$ cat config.mk
export PLATFORM = sky130hd
export DESIGN_NAME = prio_arb_n
export DESIGN_NICKNAME = d
export VERILOG_FILES = /design/src/rtl/prio_arb_n.sv
export SDC_FILE = /design/constraint.sdc
export NUM_CORES = 1
export LEC_CHECK = 0
export ABC_AREA = 1
export BUFFER_PORTS_ARGS = -buffer_cell sky130_fd_sc_hd__buf_2
export CAP_MARGIN = 10
export CORE_ASPECT_RATIO = 1.2
export CORE_MARGIN = 10
export CORE_UTILIZATION = 30
export DETAILED_ROUTE_END_ITERATION = 7
export PLACE_DENSITY = 0.57
export SLEW_MARGIN = 25
export SYNTH_ARGS = -nofsm -noshare
export SYNTH_HDL_FRONTEND = slang
export SYNTH_SLANG_ARGS = --single-unit
$ cat constraint.sdc
create_clock -name clk -period 1.3 [get_ports clk]
set_clock_uncertainty 0.2 [all_clocks]
set_input_delay 0.26 -clock clk [delete_from_list [all_inputs] [get_ports clk]]
set_output_delay 0.26 -clock clk [all_outputs]
set_load 0.05 [all_outputs]
$ cat src/rtl/prio_arb_n.sv
// prio_arb_n -- registered N-input priority arbiter.
//
// Picks one requester out of N and holds a one-hot grant, plus its binary
// index, until the owner releases. The owner releases by pulsing done or by
// dropping its request. An optional hold timeout forcibly revokes the grant.
// Winner selection is one of two modes:
//   - fixed priority: the highest index wins
//   - round-robin: the search starts at a rotating pointer
// Every output comes straight from a flop. There is always at least one idle
// cycle between two consecutive owners.
//
// Parameters:
//   N        number of request channels (2..32)
//   RR       0 = fixed priority, 1 = round-robin
//   TIMEOUT  maximum grant hold in cycles, 0 disables (0..65535)
//
// Ports:
//   clk        rising-edge clock
//   rst_n      asynchronous active-low reset
//   req        level-sensitive request lines, bit i = channel i
//   done       current owner releases the grant
//   gnt        one-hot grant (registered)
//   gnt_idx    binary index of the granted channel (registered)
//   gnt_valid  high while a grant is held
//   timeout    one-cycle pulse when a grant was revoked by the timeout
module prio_arb_n #(
  parameter  int N       = 8,
  parameter  int RR      = 0,
  parameter  int TIMEOUT = 0,
  localparam int IDXW    = $clog2(N)
) (
  input  logic            clk,
  input  logic            rst_n,
  input  logic [N-1:0]    req,
  input  logic            done,
  output logic [N-1:0]    gnt,
  output logic [IDXW-1:0] gnt_idx,
  output logic            gnt_valid,
  output logic            timeout
);

  typedef enum logic {
    IDLE = 1'b0,
    HOLD = 1'b1
  } state_t;

  // Last value of the hold counter. With the timeout disabled, the counter
  // just saturates at all-ones and is never compared against.
  localparam logic [15:0] CNT_LAST = (TIMEOUT == 0) ? 16'hFFFF : 16'(TIMEOUT - 1);
  localparam logic [IDXW:0] N_W = (IDXW + 1)'(N);

  state_t          state_q, state_d;
  logic [N-1:0]    gnt_q, gnt_d;
  logic [IDXW-1:0] gnt_idx_q, gnt_idx_d;
  logic            gnt_valid_q, gnt_valid_d;
  logic            timeout_q, timeout_d;
  logic [IDXW-1:0] ptr_q, ptr_d;
  logic [15:0]     cnt_q, cnt_d;

  logic [IDXW-1:0] win_idx;
  logic [IDXW-1:0] win_next;
  logic [N-1:0]    rot_req;
  logic [IDXW-1:0] rot_off;
  logic [IDXW:0]   rr_sum;
  logic [IDXW:0]   next_sum;

  // Winner selection.
  // In fixed mode, the loop keeps overwriting, so the highest set bit wins.
  // In round-robin mode, the request vector is rotated so that the pointer
  // sits at bit 0. The lowest set bit of the rotated vector is then the
  // first requester at or after the pointer. That offset is added back to
  // the pointer, modulo N.
  always_comb begin
    win_idx = '0;
    rot_req = N'({req, req} >> ptr_q);
    rot_off = '0;
    rr_sum  = '0;
    if (RR == 0) begin
      for (int i = 0; i < N; i++) begin
        if (req[i]) win_idx = IDXW'(i);
      end
    end else begin
      for (int j = N - 1; j >= 0; j--) begin
        if (rot_req[j]) rot_off = IDXW'(j);
      end
      rr_sum = {1'b0, ptr_q} + {1'b0, rot_off};
      if (rr_sum >= N_W) rr_sum = rr_sum - N_W;
      win_idx = rr_sum[IDXW-1:0];
    end
  end

  // Pointer value after granting win_idx: one past the winner, wrapping at N.
  always_comb begin
    next_sum = {1'b0, win_idx} + {{IDXW{1'b0}}, 1'b1};
    if (next_sum == N_W) next_sum = '0;
    win_next = next_sum[IDXW-1:0];
  end

  // Next-state logic.
  // Done and owner drop both count as a normal release, so the timeout flag
  // only pulses when the counter expiry is the sole reason for releasing.
  always_comb begin
    state_d     = state_q;
    gnt_d       = gnt_q;
    gnt_idx_d   = gnt_idx_q;
    gnt_valid_d = gnt_valid_q;
    timeout_d   = 1'b0;
    ptr_d       = ptr_q;
    cnt_d       = cnt_q;
    case (state_q)
      IDLE: begin
        if (|req) begin
          state_d     = HOLD;
          gnt_d       = N'(1) << win_idx;
          gnt_idx_d   = win_idx;
          gnt_valid_d = 1'b1;
          cnt_d       = '0;
          if (RR != 0) ptr_d = win_next;
        end
      end
      HOLD: begin
        if (done || !req[gnt_idx_q] || ((TIMEOUT != 0) && (cnt_q == CNT_LAST))) begin
          state_d     = IDLE;
          gnt_d       = '0;
          gnt_idx_d   = '0;
          gnt_valid_d = 1'b0;
          timeout_d   = (TIMEOUT != 0) && (cnt_q == CNT_LAST) && !done && req[gnt_idx_q];
        end else if (cnt_q != CNT_LAST) begin
          cnt_d = cnt_q + 16'd1;
        end
      end
      default: state_d = IDLE;
    endcase
  end

  // All state and outputs live here. Reset clears everything immediately.
  always_ff @(posedge clk or negedge rst_n) begin
    if (!rst_n) begin
      state_q     <= IDLE;
      gnt_q       <= '0;
      gnt_idx_q   <= '0;
      gnt_valid_q <= 1'b0;
      timeout_q   <= 1'b0;
      ptr_q       <= '0;
      cnt_q       <= '0;
    end else begin
      state_q     <= state_d;
      gnt_q       <= gnt_d;
      gnt_idx_q   <= gnt_idx_d;
      gnt_valid_q <= gnt_valid_d;
      timeout_q   <= timeout_d;
      ptr_q       <= ptr_d;
      cnt_q       <= cnt_d;
    end
  end

  assign gnt       = gnt_q;
  assign gnt_idx   = gnt_idx_q;
  assign gnt_valid = gnt_valid_q;
  assign timeout   = timeout_q;

endmodule
==> results of run 1 <==
==> cell families after synthesis <==
| group | synth area share |
|---|---|
| compound gates | 0.02951 |
| buf+inv | 0.1250 |
| flops | 0.4514 |
| other cells | 0.005203 |
| simple gates | 0.3889 |
==> metrics by stage <==
stage          TNS, ps  worst slack [ps]  power [mW]  hold slack [ps]    util
3_5_place_dp     -1991            -204.1       1.710           -34.61  0.3961
3_3_place_gp     -1804            -163.8       1.692           -43.01  0.3961
6_report         -1491            -125.6       2.369            142.1  0.5117
2_1_floorplan    -2473            -226.1       1.399           -235.6       -
5_1_grt          -2682            -196.5       2.521            162.6  0.5117
4_1_cts          -1441            -110.5       2.250            138.2  0.4829
==> per-layer routing <==
metal | vias up | track usage | wire [um]
li1 | 397 | - | -
met4 | 0 | 0.03571 | 25
met2 | 22 | 0.1689 | 1109
met5 | - | 0 | 0
met1 | 387 | 0.09162 | 898
met3 | 2 | 0.04103 | 195
==> state kept, by name, summed over array words and instances, names as in the netlist <==
| register | count |
|---|---|
| gnt_idx | 3 |
| gnt_valid | 1 |
| state_q | 1 |
| gnt | 8 |
==> power groups by stage <==
stage / sequential (mW) / combinational [mW] / clock (mW)
CTS: 0.623 / 1.37 / 0.254
floorplan: 0.924 / 0.475 / 0
detailed placement: 0.615 / 1.10 / 0
global route: 0.648 / 1.60 / 0.269
finish: 0.629 / 1.50 / 0.244
global placement: 0.608 / 1.08 / 0
==> worst min path at each step <==
stage,end,slack [ps],start
final,gnt[7]$_DFFE_PN0P_,140,req[7]
after global routing,gnt[7]$_DFFE_PN0P_,160,req[7]
after CTS,gnt[7]$_DFFE_PN0P_,140,req[7]
after detailed placement,gnt[5]$_DFFE_PN0P_,-30,rst_n
after global placement,gnt[5]$_DFFE_PN0P_,-40,rst_n
after floorplan,gnt[0]$_DFFE_PN0P_,-240,rst_n
==> synthesized netlist by cell type <==
library cell / number
a21oi_1: 1
a31oi_1: 1
buf_4: 2
buf_6: 1
conb_1: 1
dfrtp_1: 13
inv_1: 15
inv_2: 2
nand2_1: 28
nand2_2: 1
nand3_1: 22
nand3_2: 1
nand4_1: 1
nor2_1: 4
nor2_2: 1
nor2_4: 1
nor3_1: 2
o21ai_0: 2
==> tightest hold or removal path, cell delays in order <==
cell and delay [ps]:
buf_2 100, buf_4 110, nand2_1 50, nand2_1 70
==> cell type report <==
type | count | area (sq um)
clock buffers | 4 | 26.28
fillers | 231 | 1126
inverters | 17 | 63.81
multi-input cells | 67 | 399.1
flip-flops and latches | 13 | 329.1
well taps | 31 | 38.79
repair buffers | 41 | 322.8
==> timing repair <==
item / CTS / global route
gates cloned: 1 / 0
pin swaps: 3 / 4
hold endpoints to repair: 13 / 0
setup buffers: 5 / 4
gates resized for setup: 32 / 8
endpoints found under the setup margin: 24 / 24
hold buffers: 1 / 0
==> summary.md, run 1 <==
| Metric | Value |
|---|---|
| Skew-Pair Late Insertion Delay | 260 ps |
| Final Max Tran Viols | 0 |
| Initial DRC count | 38 |
| Max Root-Sink Buffers | 2 |
| Arrival time at the worst endpoint | 1380 ps |
| Class of the worst hold path | input port to flop |
| Buffers on Ports | 22 |
| Placed Cells | 158 |
| Comb pwr share | 0.631 |
| Htree depth | 1 |
| Vias in the first global route | 840 |
| Worst-path cell chain | inv_2, nand2_1, nand3_1, nand3_2, nand3_4, nand2_4, nand3_1, nand2_1 |
| Crit path to | gnt_idx[1]$_DFFE_PN0P_ |
| ANT nets after route | 0 |
| CTS clk-pin slew, worst paths | 80 ps |
| R2R Path Start | gnt_idx[0]$_DFFE_PN0P_ |
| Design Area, Final | 1180 sq um |
| Fmax | 701.5 MHz |
| Cell-internal power | 1.183 mW |
| Fin nets | 154 |
| Worst path bufs/invs | 1 |
| First-pass GRT wire length | 3588 um |
| Net Switching | 1.185 mW |
| Sw Share | 0.5004 |
| Routed Wire Length | 2228 um |
| Area grow syn2layout | 63.72% |
| Post-synth cell types | 18 |
| Die height | 73.69 um |
| Fin crit share | 1.097 |
| Rows | 19 |
| Area contributors post-synth | dfrtp_1 (45%), nand3_1 (15%), nand2_1 (15%), inv_1 (7.8%), buf_4 (2.1%) |
| Vias | 808 |
| Failing checks | setup timing |
| Hold path depth | 4 |
| Final hold vios | 0 |
| Overall global routing resource usage | 0.09336 |
| Setup crit end kind | flop |
| DRC Markers | 0 |
| Pwr dens | 2007 nW/um^2 |
| Worst path top cell family by delay | simple AND/OR/NAND/NOR gates |
| CP startpoint kind | flop |
| Crit-path slowest cell | dfrtp_2 |
| CTS Buf Count | 3 |
| Crit path launch | gnt_idx[0]$_DFFE_PN0P_ |
| Final Wtd Congestion | 0.7414 |
| Diode count | 0 |
| Most common cell after layout, fill and taps aside | nand2_1 |
| Vias per cell | 4.671 |
| Yosys warnings | 0 |
| Initial Util | 0.3125 |
| CP peak stage delay | 450 ps |
| Wirelength per Cell | 12.88 um |
| Worst R2R Setup Slack | -130 ps |
| Setup CP Type | flop to flop |
| Max VDD drop | 1.125 mV |
| CTS tree | yes |
| Cell leakage power | 0.6485 nW |
| Clock share of power | 0.103 |
| Status | finished, violations left |
| Syn avg cell area | 7.280 sq um |
| Top Ports | 24 |
| Sink Count | 13 |
| Critical path depth in cells | 8 |
| Yosys top cell area share | 0.4514 |
| TritonRoute pass-1 iters | 4 |
| Min Tclk post-route | 1426 ps |
| Post-placement cell area | 913.4 sq um |
| Sequential share of the synthesized area | 0.4514 |
| Synthesized flop and latch total | 13 |
| Area of the mapped netlist | 720.7 sq um |
| Initial antenna violation count | 0 |
| Syn nets | 110 |
| Final WS setup | -125.6 ps |
| R2R Path End | gnt_idx[1]$_DFFE_PN0P_ |
| CTS root buf | clkbuf_4 |
| R2r worst-path depth | 8 |
| Highest-count cells in the layout ignoring fill and taps | nand2_1 (28), buf_4 (20), inv_1 (15) |
| Core Box Area | 2306 sq um |
| Critical Path Fanout Max | 7 |
| Req. time, crit path | 1260 ps |
| Setup-violating endpoint count in the final report | 16 |
| Flop pwr share | 0.265 |
| Largest net degree at the start of global routing | 14 |
| Max cap viols | 0 |
| Post-route insts no fill | 173 |
| Die W | 64.74 um |
| GRT Residual Overflow | 0 |
| Synth Instances | 99 |
| Cell type with the largest total area after synthesis | dfrtp_1 |
| Dpl hpwl | 1558 um |
| Share of cells above drive strength 1 | 0.4718 |
| Die area | 4771 sq um |
| RSZ-0062 raised after global routing | yes |
No activity file was read; power rests on OpenSTA's default activity.
==> run 2, diff against run 1 <==
--- a/config.mk
+++ b/config.mk
@@ -7,10 +7,10 @@
 export LEC_CHECK = 0
 export ABC_AREA = 1
 export BUFFER_PORTS_ARGS = -buffer_cell sky130_fd_sc_hd__buf_2
-export CAP_MARGIN = 10
 export CORE_ASPECT_RATIO = 1.2
 export CORE_MARGIN = 10
 export CORE_UTILIZATION = 30
+export CTS_BUF_LIST = sky130_fd_sc_hd__clkbuf_4
 export DETAILED_ROUTE_END_ITERATION = 7
 export PLACE_DENSITY = 0.57
 export SLEW_MARGIN = 25
==> run 2 against run 1 <==
Against the previous run: the flow still finishes with violations (setup timing); sequential cell count stayed put; total power is 0.26% lower; sequential share of layout area hardly changed; largest cell class unchanged; highest routed layer unchanged.
==> summary.md, run 2 (same netlist as run 1, synthesis figures left out) <==
| Metric | Value |
|---|---|
| Status | finished, violations left |
| Failing checks | setup timing |
| Cell leakage power | 0.6490 nW (about the same) |
| Die height | 73.69 um (unchanged) |
| Clock share of power | 0.112 (+0.009) |
| Sw Share | 0.4988 (-0.001607) |
| Critical Path Fanout Max | 7 (unchanged) |
| Diode count | 0 (unchanged) |
| Max VDD drop | 1.119 mV (-0.52%) |
| Req. time, crit path | 1260 ps (about the same) |
| Final Max Tran Viols | 0 (unchanged) |
| Die W | 64.74 um (unchanged) |
| Class of the worst hold path | input port to flop |
| DRC Markers | 0 (unchanged) |
| Dpl hpwl | 1558 um (unchanged) |
| Fmax | 701.7 MHz (about the same) |
| Overall global routing resource usage | 0.09336 (unchanged) |
| Initial DRC count | 44 (+16%) |
| Rows | 19 (unchanged) |
| Htree depth | 1 (unchanged) |
| Wirelength per Cell | 12.94 um (+0.45%) |
| Total power | 2.362 mW (-0.26%) |
| Routed Wire Length | 2225 um (-0.13%) |
| Pwr dens | 2006 nW/um^2 (about the same) |
| Met2 usage | 0.1689 (unchanged) |
| Setup crit end kind | flop |
| Flop pwr share | 0.265 (about the same) |
| Layout fillers | 229 (-0.87%) |
| Largest net degree at the start of global routing | 14 (unchanged) |
| Max FFs per register | 8 (unchanged) |
| Final Core Density | 0.5106 (-0.001085) |
| GRT Residual Overflow | 0 (unchanged) |
| Cell-internal power | 1.184 mW (about the same) |
| CP startpoint kind | flop |
| CTS clk-pin slew, worst paths | 80 ps (about the same) |
| Skew-Pair Late Insertion Delay | 260 ps (about the same) |
| Arrival time at the worst endpoint | 1390 ps (about the same) |
| Share of cells above drive strength 1 | 0.4752 (+0.003346) |
| Vias per cell | 4.686 (+0.33%) |
| Setup-violating endpoint count in the final report | 17 (+1) |
| CTS tree | yes |
| TritonRoute pass-1 iters | 4 (unchanged) |
| Routing usage on met1 | 0.09162 (unchanged) |
| Vias | 806 (-0.25%) |
| Most common cell after layout, fill and taps aside | nand2_1 |
| Net Switching | 1.178 mW (-0.58%) |
| Vias in the first global route | 840 (unchanged) |
| Min Tclk post-route | 1425 ps (-0.5470 ps) |
| Max Root-Sink Buffers | 2 (unchanged) |
| Post-route insts no fill | 172 (-0.58%) |
| Placed Cells | 158 (unchanged) |
| Core Box Area | 2306 sq um (unchanged) |
| Final WS setup | -125.0 ps (+0.5470 ps) |
| Initial Util | 0.3125 (unchanged) |
| Area grow syn2layout | 63.37% |
| Top Ports | 24 (unchanged) |
| Setup CP Type | flop to flop |
| Initial antenna violation count | 0 (unchanged) |
| Highest-count cells in the layout ignoring fill and taps | nand2_1 (27), buf_4 (19), inv_1 (15) |
| RSZ-0062 raised after global routing | yes |
| CTS Buf Count | 3 (unchanged) |
| M3 GR Usage | 0.04103 (unchanged) |
| Gr busiest metal | met2 |
| Worst slack at placement | -204.1 ps (unchanged) |
| Comb pwr share | 0.623 (-0.008) |
| Fin crit share | 1.096 (about the same) |
| Worst R2R Setup Slack | -130 ps (about the same) |
| Die area | 4771 sq um (unchanged) |
| Fin nets | 153 (-0.65%) |
| First-pass GRT wire length | 3588 um (unchanged) |
| Sink Count | 13 (unchanged) |
| ANT nets after route | 0 (unchanged) |
| CTS root buf | clkbuf_4 |
| Final Wtd Congestion | 0.7414 (unchanged) |
| Buffers on Ports | 22 (unchanged) |
| Final hold vios | 0 (unchanged) |
| Max cap viols | 0 (unchanged) |
[run 2: cell types whose count changed in the layout (fill, tap and decap cells not counted), sizes merged]
| cell | before | now |
|---|---|---|
| buf | 40 | 39 |
[run 2: path summary, 6_finish.rpt]
check	end	from	cells after the start
worst max-delay path	gnt_idx[2]$_DFFE_PN0P_	gnt_idx[0]$_DFFE_PN0P_	8
worst min-delay path	gnt[7]$_DFFE_PN0P_	req[7]	4
worst max register to register	gnt_idx[2]$_DFFE_PN0P_	gnt_idx[0]$_DFFE_PN0P_	8
worst min register to register	gnt_valid$_DFFE_PN0P_	gnt_valid$_DFFE_PN0P_	2
max in group asynchronous	gnt_idx[0]$_DFFE_PN0P_	rst_n	2
min in group asynchronous	gnt[5]$_DFFE_PN0P_	rst_n	2
[run 2: cell type report]
cell class / instances / area, sq um / share of cell area
clock buffer: 4 / 30.03 / 0.02550
inverter: 17 / 63.81 / 0.05420
timing repair buffer: 40 / 315.3 / 0.2678
sequential: 13 / 327.8 / 0.2784
tap: 31 / 38.79 / 0.03294
multi-input combinational: 67 / 401.6 / 0.3411
[run 2: power groups by stage]
stage / combinational [mW] / sequential [mW] / clock, mW
finish: 1.47 / 0.627 / 0.264
floorplan: 0.475 / 0.924 / 0
global route: 1.58 / 0.647 / 0.290
CTS: 1.37 / 0.623 / 0.275
detailed placement: 1.10 / 0.615 / 0
global placement: 1.08 / 0.608 / 0
[run 2: worst max-delay path: stages (launching register included)]
cell and delay, ps:
dfrtp_2 450, inv_2 100, nand2_1 60, nand3_1 80
nand3_2 90, nand3_4 120, nand2_4 100, nand3_1 80
nand2_1 50
[run 2: layer usage]
| metal | share of wire | wire length (um) | vias to the layer above |
|---|---|---|---|
| met2 | 0.49 | 1097 | 24 |
| met1 | 0.41 | 905 | 384 |
| met5 | 0 | 0 | - |
| met4 | 0.011 | 25 | 0 |
| met3 | 0.088 | 195 | 2 |
| li1 | - | - | 396 |
[run 2: what timing repair did]
action / in CTS / in global routing
gates cloned: 1 / 0
gates resized for setup: 32 / 8
setup buffers: 5 / 3
pin swaps: 3 / 3
endpoints found under the setup margin: 24 / 24
hold endpoints to repair: 13 / 0
hold buffers: 1 / 0
[run 2: stage by stage]
stage / setup TNS [ps] / hold slack, ps / cell area [sq um]
3_5_place_dp: -1991 / -34.61 / 913.4
2_1_floorplan: -2473 / -235.6 / 723.2
4_1_cts: -1442 / 138.2 / 1117
5_1_grt: -2895 / 162.6 / 1177
3_3_place_gp: -1804 / -43.01 / 913.4
6_report: -1550 / 142.1 / 1177
